<file path="src/rtl/btn_cmd_queue.sv">
// btn_cmd_queue: debounced pushbuttons feeding a 2-entry direction FIFO drained by game ticks
module btn_cmd_queue #(
  parameter int DEBOUNCE_CYCLES = 1000000,
  parameter int CNT_W = 20
) (
  input  logic       clk,
  input  logic       rst,
  input  logic [4:0] btn_raw,
  input  logic       tick,
  output logic [4:0] btn_cmd,
  output logic [1:0] q_count,
  output logic       dropped
);
  localparam logic [CNT_W-1:0] LAST = CNT_W'(DEBOUNCE_CYCLES - 1);
  logic [4:0] s1_q, s2_q, lvl_q, lvl_d, rise;
  logic [4:0][CNT_W-1:0] db_q, db_d;
  logic [1:0] e0_q, e0_d, e1_q, e1_d, last_q, last_d, qn_q, qn_d;
  logic [1:0] e0p, qnp, cand, newest;
  logic [3:0] dir_q, dir_d;
  logic r0_q, drop_q, drop_d, pop, has, take, push;
  // per-bit debounce: a level is accepted after DEBOUNCE_CYCLES consecutive differing samples
  always_comb begin
    db_d = db_q;
    lvl_d = lvl_q;
    rise = '0;
    for (int k = 0; k < 5; k++) begin
      db_d[k] = (s2_q[k] == lvl_q[k] || db_q[k] == LAST) ? '0 : db_q[k] + 1'b1;
      lvl_d[k] = (s2_q[k] != lvl_q[k] && db_q[k] == LAST) ? s2_q[k] : lvl_q[k];
      rise[k] = lvl_d[k] & ~lvl_q[k];
    end
  end
  // FIFO: pop first, then push against the post-pop contents; restart flushes everything
  always_comb begin
    pop = tick && qn_q != 2'd0;
    e0p = pop ? e1_q : e0_q;
    qnp = qn_q - 2'(pop);
    last_d = pop ? e0_q : last_q;
    has = |rise[4:1] && !lvl_q[0];
    cand = rise[1] ? 2'd3 : rise[2] ? 2'd2 : rise[3] ? 2'd0 : 2'd1;
    newest = qnp == 2'd0 ? last_d : qnp == 2'd1 ? e0p : e1_q;
    take = has && cand != newest;
    push = take && qnp != 2'd2;
    e0_d = (push && qnp == 2'd0) ? cand : e0p;
    e1_d = (push && qnp == 2'd1) ? cand : e1_q;
    qn_d = qnp + 2'(push);
    drop_d = drop_q | (take && qnp == 2'd2);
    dir_d = tick ? (pop ? {e0_q == 2'd1, e0_q == 2'd0, e0_q == 2'd2, e0_q == 2'd3} : 4'd0) : dir_q;
    if (lvl_q[0]) begin
      qn_d = 2'd0;
      drop_d = 1'b0;
      last_d = 2'd0;
      dir_d = 4'd0;
    end
  end
  // state registers with synchronous active-low reset
  always_ff @(posedge clk) begin
    if (!rst) begin
      s1_q <= '0;
      s2_q <= '0;
      lvl_q <= '0;
      db_q <= '0;
      e0_q <= '0;
      e1_q <= '0;
      qn_q <= '0;
      last_q <= '0;
      dir_q <= '0;
      r0_q <= 1'b0;
      drop_q <= 1'b0;
    end else begin
      s1_q <= btn_raw;
      s2_q <= s1_q;
      lvl_q <= lvl_d;
      db_q <= db_d;
      e0_q <= e0_d;
      e1_q <= e1_d;
      qn_q <= qn_d;
      last_q <= last_d;
      dir_q <= dir_d;
      r0_q <= lvl_q[0];
      drop_q <= drop_d;
    end
  end
  assign btn_cmd = {dir_q, r0_q};
  assign q_count = qn_q;
  assign dropped = drop_q;
endmodule

</file>
<file path="config.mk">
export PLATFORM = sky130hd
export DESIGN_NAME = btn_cmd_queue
export DESIGN_NICKNAME = d
export VERILOG_FILES = /design/src/rtl/btn_cmd_queue.sv
export SDC_FILE = /design/constraint.sdc
export NUM_CORES = 1
export LEC_CHECK = 0
export CAP_MARGIN = 10
export CORE_MARGIN = 1
export CORE_UTILIZATION = 40
export DETAILED_ROUTE_END_ITERATION = 7
export GPL_ROUTABILITY_DRIVEN = 0
export PLACE_DENSITY = 0.61
export SLEW_MARGIN = 20
export SYNTH_ARGS = -nofsm -noshare
export SYNTH_HDL_FRONTEND = slang
export SYNTH_SLANG_ARGS = --single-unit
</file>
<file path="constraint.sdc">
create_clock -name clk -period 7.72 [get_ports clk]
set_input_delay 1.158 -clock clk [delete_from_list [all_inputs] [get_ports clk]]
set_output_delay 1.158 -clock clk [all_outputs]
set_load 0.05 [all_outputs]
</file>
==> results.yml <==
worst_setup_path:
  cpLargestDelayFamily: "compound AO/OA/AOI/OAI gates"
  crit_type: "in -> reg"
  cp.arrival_ns: 4.63
  cp_cell_sequence: "clkdlybuf4s50_1 -> o21ai_1 -> inv_1 -> ha_1 -> xnor2_2 -> o21ai_0 -> a32o_1 -> or2_1 -> a211oi_2 -> nor2_1 -> nor3_1 -> ha_1 -> xor2_1 -> nor2_1"
  startpoint_type: "input port"
  cp_max_fo: 11
  cpMaxStageDelayCell: "clkdlybuf4s50_1"
  cp.depth: 14
  path_buf_inv: 2
  crit_required_ns: 8.01
  r2r_cells: 13
  cpPeakStageDelay_ns: 0.43
  cp-end-kind: "register"
cts:
  postCtsSetupRepairBufs: 0
  hold_buffers: 0
  cts_sinks: 129
  cts_max_path_buffers: 2
  cts_root_buffer: "clkbuf_16"
  clkTransAtPathRegs_ns: 0.06
  postCtsResizedCells: 0
  cts_made_buffers: 17
  clkLatencyLatePin_ns: 0.41
  cts_tree: "done"
  htreeDepth: 4
sta:
  fmax_ghz: 0.231
  grt_setup_unrepaired: "no"
  finalSetupViolations: 0
  fin_skew_ns: 0.0109
  finalHoldViolCount: 0
  finalCritPeriodShare_pct: 56.2
  slew_viol_final: 0
  worstMarginPinSlew_ns: 0.776
  fin_setup_tns_ns: 0
  period_needed_ns: 4.34
  max-slew-margin-rel_pct: 48.1
pwr:
  p_switching_uw: 330
  power.internal_uw: 1210
  power_density_nw_per_um2: 232
  peakVddDrop_mv: 0.183
  combPwrFrac_pct: 3.2
  p_clk_share_pct: 52.9
  netSwitchingFraction_pct: 21.5
  leakage_uw: 0.00225
  pwr-share-seq_pct: 43.9
floorplan:
  start_util_pct: 41.0
  fp-row-count: 43
  core-area_um2: 13900
  ios: 16
  die_y_um: 121
  dieArea_um2: 14700
  fp.dieW_um: 121
grt:
  grt_overflow_total: 0
  gr-usage-all-layers_pct: 15.4
  grt_max_degree: 29
  first_global_vias: 4076
  antenna_found_initial: 0
  grt_pass1_wl_um: 18200
finish:
  final_cell_count_no_fill: 857
  drive_gt1_share_pct: 7.68
  nNetsFinal: 680
  fill_cells: 1328
  antenna_cells_inserted: 0
  syn_to_final_growth_pct: 16.1
place:
  portBuffers: 15
  dp_cells: 826
  post-dp-hpwl_um: 7090
drt:
  finalWirelength_um: 10300
  routedWlPerCell_um: 12.1
  first_pass_iters: 4
  ant_nets: 0
  drc_errors: 0
  drtIter0Drc: 225
  via_per_inst: 5.00
  vias: 4288
synthesis:
  async_reset_ff_share_pct: 0
  dominantRegCellSynth: "dfxtp_1"
  ys_seq_elements: 129
  synthCells: 645
  synth_edf_count: 0
  yosys_warnings: 0
  netlist_area_um2: 5690
  synth_seq_area_share_pct: 45.4
  syn_nets: 660
  synth_cell_type_count: 58
  avgSynthCellArea_um2: 8.82
status:
  outcome: "complete, no violations"
worst_hold_path:
  hold_class: "reg -> reg"
  hold_depth: 1
run:
  drv_cap: 0
-- power groups by stage --
stage                     Combinational, µW  Clock [µW]  Sequential (µW)
after global placement                 47.7           0              688
final                                  48.8         812              674
after floorplan                        31.0           0              694
after CTS                              49.3         830              674
after global routing                   54.9         858              675
after detailed placement               49.1           0              689
-- per-stage QoR --
stage	area (µm²)	util (%)	worst slack (ns)	hold slack (ns)	total power (µW)
6_report	6610	47.6	3.38	0.433	1530
2_1_floorplan	5690	-	4.17	0.412	725
4_1_cts	6610	47.6	3.39	0.437	1550
3_5_place_dp	6010	43.3	2.97	0.420	738
5_1_grt	6610	47.6	2.97	0.444	1590
3_3_place_gp	6010	43.3	3.12	0.413	736
-- worst reg2reg max path: stages (launching register included) --
cell	delay [ns]
dfxtp_1	0.34
o21ai_1	0.55
inv_1	0.27
ha_1	0.29
xnor2_2	0.32
o21ai_0	0.19
a32o_1	0.27
or2_1	0.29
a211oi_2	0.36
nor2_1	0.09
nor3_1	0.19
ha_1	0.19
xor2_1	0.14
nor2_1	0.06
-- registers in the layout, indices dropped and copies added, names as in the netlist --
| signal | count |
|---|---|
| s2_q | 5 |
| db_q | 100 |
| dir_q | 4 |
| dropped | 1 |
| last_q | 2 |
| lvl_q | 5 |
| r0_q | 1 |
| e0_q | 2 |
| e1_q | 2 |
| q_count | 2 |
| s1_q | 5 |
-- per-layer routing --
layer	GRT usage [%]	share of wire [%]
met4	5.71	0.88
met3	4.37	3.0
met2	25.3	48
met5	0	0
met1	19.0	48
-- cells in the final DEF, fill, tap and decap left out, types with 2 or more instances in the layout --
master,n
mux2i_1,8
nor4b_1,3
nand3_1,47
or4b_2,2
and2_1,14
a32o_1,2
xor2_1,50
or2_2,2
nor2b_1,8
a21oi_1,12
nand3b_1,3
nand2_1,50
buf_4,2
xnor2_1,39
clkinv_4,3
nor2_1,126
nor4bb_1,5
clkinvlp_4,4
dfxtp_1,129
or3_1,8
nand4_1,11
and4_1,3
bufinv_16,3
ha_1,7
and3_1,23
nand2b_1,3
inv_1,17
nor3_1,13
nor4_1,6
o211ai_1,2
clkdlybuf4s50_1,15
o21ai_0,9
clkbuf_16,17
-- worst paths after layout --
path	slack (ns)	start	endpoint
worst max-delay path	3.38	tick	q_count[1]
worst min-delay path	0.43	s1_q[0]	s2_q[0]
worst max register to register	4.05	q_count[1]	q_count[1]
worst min register to register	0.43	s1_q[0]	s2_q[0]
-- synth_stat cells, types with 2 or more instances --
master	n	area share (%)
a21oi_1	12	1.1
a32o_1	2	0.35
and2_1	14	1.5
and3_1	23	2.5
and4_1	3	0.46
buf_4	2	0.26
clkbuf_1	12	0.79
dfxtp_1	129	45
ha_1	7	1.5
inv_1	17	1.1
mux2i_1	8	1.4
nand2_1	50	3.3
nand2b_1	3	0.33
nand3_1	47	4.1
nand3b_1	3	0.40
nand4_1	11	1.2
nor2_1	126	8.3
nor2b_1	8	0.88
nor3_1	13	1.1
nor4_1	6	0.66
nor4b_1	3	0.46
nor4bb_1	5	0.88
o211ai_1	2	0.26
o21ai_0	9	0.79
or2_2	2	0.22
or3_1	8	0.88
or4b_2	2	0.35
xnor2_1	39	6.0
xor2_1	50	7.7
-- kinds of logic after synthesis --
group,count (synthesis),share of synthesized area [%]
xor+xnor,90,14.0
simple gates,340,30.1
fa+ha+maj,7,1.54
flops,129,45.4
compound gates,38,5.10
mux,8,1.41
buf+inv,33,2.46
-- final cells by class --
| cell class | count | area, µm² | share of cell area (%) |
|---|---|---|---|
| Multi-Input combinational cell | 483 | 2970 | 44.9 |
| Sequential cell | 129 | 2580 | 39.1 |
| Clock buffer | 19 | 443 | 6.70 |
| Tap cell | 180 | 225 | 3.41 |
| Timing Repair Buffer | 17 | 165 | 2.50 |
| Clock inverter | 12 | 160 | 2.42 |
| Inverter | 17 | 63.8 | 0.966 |
No activity file was read; power rests on OpenSTA's default activity.
